<file path="config.mk">
export PLATFORM = sky130hd
export DESIGN_NAME = countdown_timer
export DESIGN_NICKNAME = d
export VERILOG_FILES = /design/src/rtl/countdown_timer_pkg.sv /design/src/rtl/countdown_timer.sv
export SDC_FILE = /design/constraint.sdc
export NUM_CORES = 1
export LEC_CHECK = 0
export ABC_CLOCK_PERIOD_IN_PS = 3350
export BUFFER_PORTS_ARGS = -buffer_cell sky130_fd_sc_hd__buf_2
export CORE_ASPECT_RATIO = 1.2
export CORE_MARGIN = 8
export CORE_UTILIZATION = 30
export CTS_CLUSTER_DIAMETER = 30
export DETAILED_ROUTE_END_ITERATION = 12
export HOLD_SLACK_MARGIN = 0.08
export SLEW_MARGIN = 10
export SYNTH_ARGS = -nofsm -noshare
export SYNTH_HDL_FRONTEND = slang
export SYNTH_SLANG_ARGS = --single-unit
export TNS_END_PERCENT = 100
</file>
<file path="constraint.sdc">
create_clock -name CLK -period 3.35 [get_ports CLK]
set_input_delay 0.67 -clock CLK [delete_from_list [all_inputs] [get_ports CLK]]
set_output_delay 0.67 -clock CLK [all_outputs]
set_load 0.01 [all_outputs]
</file>
<file path="src/rtl/countdown_timer_pkg.sv">
// Shared definitions for the loadable down-counting timer.
// State encoding is visible on the STATE port, so values are fixed.
package countdown_timer_pkg;

    localparam int DEFAULT_WIDTH = 8;

    typedef enum logic [1:0] {
        ST_IDLE    = 2'd0,
        ST_RUNNING = 2'd1,
        ST_PAUSED  = 2'd2,
        ST_EXPIRED = 2'd3
    } state_t;

endpackage

</file>
<file path="src/rtl/countdown_timer.sv">
// Loadable down-counting timer with one-cycle expiry pulse.
// Define COUNTDOWN_AUTO_RELOAD_EN for periodic (auto-reload) operation.
module countdown_timer
    import countdown_timer_pkg::*;
#(
    parameter int COUNTER_WIDTH = DEFAULT_WIDTH
) (
    input  logic                     CLK,
    input  logic                     RESET,
    input  logic                     LOAD,
    input  logic [COUNTER_WIDTH-1:0] LOAD_VALUE,
    input  logic                     START,
    input  logic                     STOP,
    input  logic                     TICK_IN,
    output logic [COUNTER_WIDTH-1:0] COUNT,
    output logic                     TRIG_OUT,
    output logic                     BUSY,
    output logic [1:0]               STATE
);

    localparam logic [COUNTER_WIDTH-1:0] ONE = COUNTER_WIDTH'(1);

    state_t                   state;
    logic [COUNTER_WIDTH-1:0] count;
    logic [COUNTER_WIDTH-1:0] reload;
    logic                     trig;
    logic                     is_zero;
    logic                     is_one;
    logic                     reload_zero;
    logic                     expire_evt;

    assign is_zero     = (count == '0);
    assign is_one      = (count == ONE);
    assign reload_zero = (reload == '0);

    // Same decisions as the FSM below, reduced to "an expiry happens now".
    always_comb begin
        expire_evt = 1'b0;
        if (!LOAD) begin
            unique case (state)
                ST_IDLE, ST_PAUSED: expire_evt = START && is_zero;
                ST_RUNNING:         expire_evt = !STOP && TICK_IN && is_one;
                ST_EXPIRED:         expire_evt = START && reload_zero;
                default:            expire_evt = 1'b0;
            endcase
        end
    end

    always_ff @(posedge CLK) begin
        if (!RESET) begin
            state  <= ST_IDLE;
            count  <= '0;
            reload <= '0;
        end else if (LOAD) begin
            state  <= ST_IDLE;
            count  <= LOAD_VALUE;
            reload <= LOAD_VALUE;
        end else begin
            unique case (state)
                ST_IDLE, ST_PAUSED: begin
                    if (START)
                        state <= is_zero ? ST_EXPIRED : ST_RUNNING;
                end
                ST_RUNNING: begin
                    if (STOP) begin
                        state <= ST_PAUSED;
                    end else if (TICK_IN) begin
                        if (is_one) begin
`ifdef COUNTDOWN_AUTO_RELOAD_EN
                            count <= reload;
`else
                            count <= '0;
                            state <= ST_EXPIRED;
`endif
                        end else if (!is_zero) begin
                            count <= count - ONE;
                        end
                    end
                end
                ST_EXPIRED: begin
                    if (START) begin
                        count <= reload;
                        state <= reload_zero ? ST_EXPIRED : ST_RUNNING;
                    end
                end
                default: state <= ST_IDLE;
            endcase
        end
    end

    always_ff @(posedge CLK) begin
        if (!RESET)
            trig <= 1'b0;
        else
            trig <= expire_evt;
    end

    assign COUNT    = count;
    assign TRIG_OUT = trig;
    assign BUSY     = (state == ST_RUNNING);
    assign STATE    = state;

endmodule
</file>
; Word-level counts from Yosys, hierarchy flattened
; Index checks and enable logic that the tools add are counted.
[classes]
add_sub_neg = 1
eq_ne = 12
muxes = 16
n_bitwise = 1
n_reduce_logical = 13
[op_table]
columns = op, n
row1 = 2-to-1 mux 8 bit, 6
row2 = logical NOT 8 bit, 2
row3 = case mux 8 bit (2 select lines), 1
row4 = 2-to-1 mux 2 bit, 7
row5 = "inequality test 3 bit, second input constant", 4
row6 = "== test 8 x 1 -> 1 bit, second input constant", 1
row7 = "subtractor 8 x 1 -> 8 bit, second input constant", 1
row8 = case mux 2 bit (3 select lines), 1
row9 = AND reduction 5 bit, 1
row10 = "== test 2 bit, second input constant", 2
row11 = logical AND 1 bit, 4
row12 = "inequality test 2 bit, second input constant", 2
row13 = "inequality test 4 x 3 -> 1 bit, second input constant", 1
row14 = AND reduction 4 bit, 1
row15 = OR reduction 2 bit, 2
row16 = "inequality test 3 x 2 -> 1 bit, second input constant", 1
row17 = case mux 1 bit (3 select lines), 1
row18 = nonzero test 3 bit, 1
row19 = "== test 2 x 1 -> 1 bit, second input constant", 1
row20 = logical NOT 2 bit, 1
row21 = logical NOT 1 bit, 1
row22 = inverter 1 bit, 1
[totals]
regBits = 19
input_bits = 14
elab_cells = 47

; Longest topological paths before layout
; Gate-level depths: netlist of run 1.
[depth]
ltp_word = 7
ltp_mapped = 6
ltp_nobuf = 6

; Worst setup path after synthesis of run 1
; Ideal clock, no wire load.
[synth_timing]
path_type = reg2reg
startpoint = register count[0] (netlist: COUNT[0])
endpoint = register count[0] (netlist: COUNT[0])
setup_time_ns = 0.126
arrival_time_ns = 1.638
required_time_ns = 3.224
slack_ns = 1.586
stages_incl_launch_ff = 6
path_buffers = 0
period_less_slack_ns = 1.764
path_cell_list = dfxtp_1 > ha_1 > nor4b_1 > a21oi_1 > a222oi_1 > a21oi_1
[synth_between]
elab_chain_cells = 7
elab_cells_between_ends = 11
cone_classes = add/sub: 1 / eq/ne: 2 / mux: 6 / reduce/logical: 2
[synth_lines]
columns = item, line_no
row1 = "start, declared", countdown_timer.sv:24  ; logic [COUNTER_WIDTH-1:0] count;
row2 = "start signal, assigned", countdown_timer.sv:76  ; count <= count - ONE;
row3 = "start signal, assigned", countdown_timer.sv:82  ; count <= reload;
row4 = subtractor 8 x 1 -> 8 bit, countdown_timer.sv:76
row5 = 2-to-1 mux 8 bit, countdown_timer.sv:75  ; end else if (!is_zero) begin
row6 = 2-to-1 mux 8 bit, countdown_timer.sv:68  ; if (is_one) begin
row7 = 2-to-1 mux 8 bit, countdown_timer.sv:67  ; end else if (TICK_IN) begin
row8 = 2-to-1 mux 8 bit, countdown_timer.sv:65  ; if (STOP) begin
row9 = case mux 8 bit (2 select lines), countdown_timer.sv:59  ; unique case (state)
row10 = 2-to-1 mux 8 bit, countdown_timer.sv:54  ; end else if (LOAD) begin
; Several ways; a longest one is shown, not always the timed one. The select of a mux whose other input is x is not followed.
; A chain may end at the register's enable or synchronous reset.

; Worst setup path in the final report of run 1
[layout_timing]
startpoint = input port LOAD
endpoint = register count[5] (netlist: COUNT[5])
[layout_between]
elab_chain_cells = 2
elab_cells_between_ends = 7
cone_classes = eq/ne: 4 / mux: 1 / reduce/logical: 2
[layout_lines]
columns = item, line_no
row1 = "start, declared", countdown_timer.sv:10  ; input logic LOAD,
row2 = inequality test 4 x 3 -> 1 bit (no source line) (tied with other cells), n/a
row3 = AND reduction 5 bit (no source line), n/a
; Several ways; a longest one is shown, not always the timed one.

==> flow_metrics.tcl, run 1 <==
set metrics [dict create \
    switchingPower_w 0.000187 \
    grt_max_degree 21 \
    power_w 0.000572 \
    postRouteAntennaNets 0 \
    initial_core_util_pct 31.2 \
    period_minus_slack_ns 2.07 \
    multi_input_area_um2 668 \
    yosysWarningCount 0 \
    drc 0 \
    synth_common_cells "19 x dfxtp_1, 17 x nand2_1, 9 x a21oi_1, 9 x inv_1, 9 x nor2_1" \
    worstRegToRegCells 6 \
    worst_slew_pin_slew_ns 0.644 \
    fin_util_pct 36.3 \
    worstPathArrival_ns 2.23 \
    synth_area_per_cell_um2 8.32 \
    numPortBuffers 25 \
    maxSlewHeadroom_pct 57.1 \
    reg2reg_slack_ns 1.29 \
    grt_first_pass_wirelength_um 5340 \
    die_w_um 71.9 \
    nets 177 \
    reg2reg_to "COUNT[3]" \
    fp.dieArea_um2 5970 \
    synth-main-ff-cell "dfxtp_1" \
    ios 26 \
    vias 1145 \
    intPower_w 0.000385 \
    cp-start-kind "input port" \
    htree_levels 1 \
    async_reset_ff_share_pct 0 \
    reg2reg_from "COUNT[1]" \
    fin_skew_ns 0.00595 \
    routedWlPerCell_um 16.4 \
    rsz0062_at_grt "false" \
    drt_first_pass_iters 7 \
    drv_slew 0 \
    postCtsSetupBuffers 0 \
    status "finished, final reports clean" \
    clkLatencyLatePin_ns 0.26 \
    syn_nets 152 \
    crit_required_ns 3.51 \
    drv_cap 0 \
    hpwl_um 2510 \
    synth_edf_count 0 \
    fin_crit_sh_pct 61.7 \
    seqPwrFrac_pct 45.5 \
    netlist_instances 135 \
    synthTopCellsByArea "dfxtp_1 34%, nand2_1 5.7%, o32ai_1 4.7%" \
    die_h_um 83.0 \
    irDropWorstVdd_mv 0.247 \
    core-area_um2 3600 \
    synth.top_cell.area_share_pct 33.9 \
    setup_viol 0 \
    clk_pin_slew_ns 0.08 \
    grt_antenna_before_repair 0 \
    yosys_register_bits 19 \
    combPwrFrac_pct 26.1 \
    crit_chain "buf_2 > a2111o_1 > a2111oi_0 > a221oi_1 > o32ai_1" \
    syn_area_um2 1120 \
    critPathKind "input port to flop" \
    clk_path_buf_depth 2 \
    rows 24 \
    cts_sinks 19 \
    vias_per_cell 5.78 \
    drive_above_1_share_pct 21.4 \
    fillCellCount 394 \
    cts_tree "built" \
    powerDensity_nw_per_um2 437 \
    startpoint "LOAD" \
    postCtsHoldBufs 0 \
    leakagePower_nw 0.562 \
    cts-root-buf "clkbuf_8" \
    area_growth_pct 16.5 \
    swShare_pct 32.7 \
    cp-end-kind "flop" \
    endpoint "COUNT[5]" \
    hold_viol 0 \
    n_antenna_cell 0 \
    crit_path_max_fanout 20 \
    ff_latch_area_um2 380 \
    max_stage_delay_ns 0.54 \
    grt-ovfl-total 0 \
    p_clk_share_pct 28.4 \
    synth_cell_type_count 41 \
    max_freq_mhz 484 \
    setup_tns_ns 0 \
    place_congestion 0.876 \
    grt.total_usage_pct 10.8 \
    synthMostInstantiatedCell "dfxtp_1" \
    totalWireLength_um 3260 \
    ctsResizeCount 0 \
    hold_path_class "flop to flop" \
    cpMaxStageDelayCell "a2111oi_0" \
    drt_iter0_drc 83 \
    cts_buffers 3 \
    seq_area_frac_synth_pct 33.9 \
    grt_pass1_vias 1168 \
    yosys.area.top_type "dfxtp_1" \
]
[worst min-delay path by stage]
stage | cells after the start | endpoint | from | slack [ns]
6_report | 2 | reload[1] | reload[1] | 0.50
2_1_floorplan | 2 | reload[1] | reload[1] | 0.46
3_5_place_dp | 2 | reload[1] | reload[1] | 0.49
3_3_place_gp | 2 | reload[3] | reload[3] | 0.48
5_1_grt | 2 | reload[1] | reload[1] | 0.52
4_1_cts | 2 | reload[1] | reload[1] | 0.50
[power groups by stage]
stage | clock network [W] | logic (W) | registers, W
2_1_floorplan | 0 | 0.000102 | 0.000266
3_3_place_gp | 0 | 0.000143 | 0.000264
3_5_place_dp | 0 | 0.000146 | 0.000265
4_1_cts | 0.000168 | 0.000147 | 0.000260
5_1_grt | 0.000174 | 0.000162 | 0.000263
6_report | 0.000163 | 0.000149 | 0.000260
[per-stage QoR]
stage | instances | setup slack (ns) | instance area, µm² | hold slack [ns]
detailed placement | 194 | 1.16 | 1260 | 0.488
finish | 198 | 1.28 | 1310 | 0.498
global route | 198 | 1.19 | 1310 | 0.523
CTS | 198 | 1.31 | 1310 | 0.498
floorplan | 135 | 1.59 | 1120 | 0.456
global placement | 194 | 1.22 | 1260 | 0.477
[cell families after synthesis]
group           share of synthesized area, %
buf+inv                                 6.68
compound gates                          29.5
flops                                   33.9
mux                                     3.56
simple gates                            23.1
fa+ha+maj                               3.34
[cell type report]
cell class	count	area share, %
Clock buffer	4	3.44
Inverter	9	2.58
Multi-Input combinational cell	101	51.1
Sequential cell	19	29.1
Tap cell	39	3.73
Timing Repair Buffer	26	10.1
[flip-flops by register name, indices dropped and copies added, names as in the netlist]
signal / cells
STATE: 2
TRIG_OUT: 1
COUNT: 8
reload: 8
[critical path, delay by kind of cell]
family	cells	cell delay (ns)
AOI/OAI and AO/OA	4	1.33
buffers and inverters	1	0.22
[cells in the final DEF (no fill, tap or decap), types with 2 or more instances in the layout]
cell type   n
a211oi_1    2
a21oi_1     9
a222oi_1    2
a22oi_1     4
a31oi_1     6
and3_1      2
buf_2      25
clkbuf_8    3
dfxtp_1    19
ha_1        3
inv_1       9
mux2i_1     4
nand2_1    17
nand2b_1    3
nor2_1      9
nor2b_1     2
nor3_1      4
nor4_1      4
o21ai_0     3
o32ai_1     6
or3_1       2
[per-layer routing]
layer	up-vias	wire, µm	global-route usage, %	share of wire (%)
met1	521	1410	11.7	43
met5	-	0	0	0
met2	55	1590	19.0	49
li1	563	-	-	-
met3	6	214	2.64	6.6
met4	0	41	4.84	1.3
Note: power is estimated with default switching activity, not from simulation.
==> run 2: changes to the inputs <==
Settings changed: ABC_AREA from default to 1, ABC_CLOCK_PERIOD_IN_PS 3350 to 1700.
Clock period 3.35 ns to 1.7 ns, I/O delays scaled along.
==> run 2 against run 1 <==
  * Sequential power is 94% higher
  * Critical path depth is 5 higher
  * Highest routed layer unchanged
  * Via count is 6.1% higher
  * First-iteration DRC count is 58% lower
  * Wire length is 4.6% lower
==> flow_metrics.tcl, run 2 <==
set metrics [dict create \
    status "finished, final reports clean" \
    rsz0062_at_grt "false" \
    period_minus_slack_ns 1.48 \
    core-area_um2 3940 \
    cts_tree "built" \
    max_freq_mhz 674 \
    ios 26 \
    drive_above_1_share_pct 27.3 \
    yosysWarningCount 0 \
    critPathKind "flop to flop" \
    worst_slew_pin_slew_ns 0.287 \
    synth-main-ff-cell "dfxtp_1" \
    rows 25 \
    synth_area_per_cell_um2 6.54 \
    hold_start "LOAD_VALUE[1]" \
    hpwl_um 2500 \
    yosys.area.top_type "dfxtp_1" \
    totalWireLength_um 3110 \
    hold_viol 0 \
    cts_buffers 3 \
    area_growth_pct 19.1 \
    seqPwrFrac_pct 44.0 \
    vias 1215 \
    clk_pin_slew_ns 0.07 \
    grt-ovfl-total 0 \
    yosys_register_bits 19 \
    crit_required_ns 1.90 \
    grt_antenna_before_repair 0 \
    postCtsHoldBufs 0 \
    pre_cts_slack_ns 0.217 \
    intPower_w 0.000764 \
    leakagePower_nw 0.721 \
    fp.dieArea_um2 6410 \
    drc 0 \
    netlist_instances 188 \
    die_h_um 86.1 \
    clk_path_buf_depth 2 \
    final_common_cell "nand2_1" \
    fin_crit_sh_pct 87.2 \
    drt_first_pass_iters 4 \
    whs_path_depth 3 \
    reg2reg_slack_ns 0.22 \
    nets 234 \
    swShare_pct 33.4 \
    drv_slew 0 \
    maxSlewHeadroom_pct 80.8 \
    synthTopCellsByArea "dfxtp_1 31%, nand2_1 17%, nor2_2 7.6%" \
    cp-end-kind "flop" \
    fillCellCount 465 \
    n_antenna_cell 0 \
    syn_nets 205 \
    cts_sinks 19 \
    routedWlPerCell_um 11.5 \
    setup_ws_ns 0.217 \
    clkLatencyLatePin_ns 0.26 \
    numPortBuffers 25 \
    reg2reg_from "COUNT[0]" \
    syn_area_um2 1230 \
    vias_per_cell 4.50 \
    fin_util_pct 37.1 \
    setup_tns_ns 0 \
    synth_cell_type_count 25 \
    powerDensity_nw_per_um2 784 \
    worstRegToRegCells 10 \
    grt_pass1_vias 1242 \
    cp-start-kind "flop" \
    synth_edf_count 0 \
    reg2reg_to "COUNT[5]" \
    htree_levels 1 \
    async_reset_ff_share_pct 0 \
    postRouteAntennaNets 0 \
    synth_common_cells "56 x nand2_1, 19 x dfxtp_1, 18 x inv_1, 17 x nor2_1" \
    postCtsSetupBuffers 0 \
    p_clk_share_pct 28.3 \
    grt_first_pass_wirelength_um 5310 \
    seq_area_frac_synth_pct 31.0 \
    irDropWorstVdd_mv 0.189 \
    ctsResizeCount 0 \
    drt_iter0_drc 35 \
    setup_viol 0 \
    crit_path_max_fanout 8 \
    drv_cap 0 \
    switchingPower_w 0.000383 \
    initial_core_util_pct 31.2 \
    cts-root-buf "clkbuf_8" \
    grt.total_usage_pct 10.4 \
    fin_skew_ns 0.00159 \
    worstPathArrival_ns 1.69 \
    hold_path_class "input port to flop" \
    final_cell_mix "56 x nand2_1, 25 x buf_2, 19 x dfxtp_1" \
    combPwrFrac_pct 27.7 \
    synth.top_cell.area_share_pct 31.0 \
    hold_end "reload[1]" \
    grt_max_degree 12 \
    die_w_um 74.4 \
    place_congestion 0.810 \
    synthMostInstantiatedCell "nand2_1" \
]
[run 2: cells by family (layout without fill, tap and decap cells)]
| group | count (synthesis) | in the layout | synth area share, % |
|---|---|---|---|
| simple gates | 113 | 113 | 43.8 |
| buf+inv | 27 | 55 | 8.86 |
| compound gates | 23 | 23 | 11.2 |
| flops | 19 | 19 | 31.0 |
| fa+ha+maj | 3 | 3 | 3.06 |
| xor+xnor | 3 | 3 | 2.14 |
[run 2: power by group through the flow]
stage          Clock (W)  Sequential, W  Combinational [W]
2_1_floorplan          0       0.000520           0.000228
3_3_place_gp           0       0.000515           0.000319
3_5_place_dp           0       0.000515           0.000321
4_1_cts         0.000332       0.000505           0.000322
5_1_grt         0.000354       0.000511           0.000364
6_report        0.000324       0.000505           0.000318
[run 2: critical path, stage by stage (launching register included)]
cell and delay [ns]:
dfxtp_1 0.33, inv_1 0.19, ha_1 0.18, inv_1 0.04, nor2_2 0.13, nand3_2 0.10, nand2_4 0.13, nand2_4 0.09
inv_6 0.11, nor2_4 0.05, nor2_2 0.07
[run 2: stage by stage]
step / power, W / cells / cell area, µm² / hold slack [ns]
4_1_cts: 0.00116 / 270 / 1460 / 0.345
5_1_grt: 0.00123 / 270 / 1460 / 0.354
6_report: 0.00115 / 270 / 1460 / 0.335
3_5_place_dp: 0.000836 / 266 / 1420 / 0.474
3_3_place_gp: 0.000833 / 266 / 1420 / 0.465
2_1_floorplan: 0.000748 / 188 / 1230 / 0.453
[run 2: how the worst max path moves through the flow]
stage                          end     start  depth (start not counted)
final                     COUNT[5]  COUNT[0]                         10
after global placement    COUNT[3]  COUNT[0]                         10
after CTS                 COUNT[5]  COUNT[0]                         10
after floorplan           COUNT[6]  COUNT[0]                         10
after global routing      COUNT[7]  COUNT[0]                         10
after detailed placement  COUNT[5]  COUNT[0]                         10
[run 2: cell type report]
type                    count  area (µm²)  area share (%)
well taps                  54        67.6            4.62
clock buffers               4        45.0            3.08
inverters                  25        98.8            6.75
multi-input cells         142         739            50.5
repair buffers             26         133            9.06
flip-flops and latches     19         380            26.0
[run 2: per-layer routing]
metal / track usage [%] / wire length [µm] / up-vias
met5: 0 / 0 / -
met4: 5.00 / 62 / 0
met3: 2.10 / 146 / 5
met2: 18.1 / 1500 / 23
met1: 11.5 / 1400 / 544
li1: - / - / 643
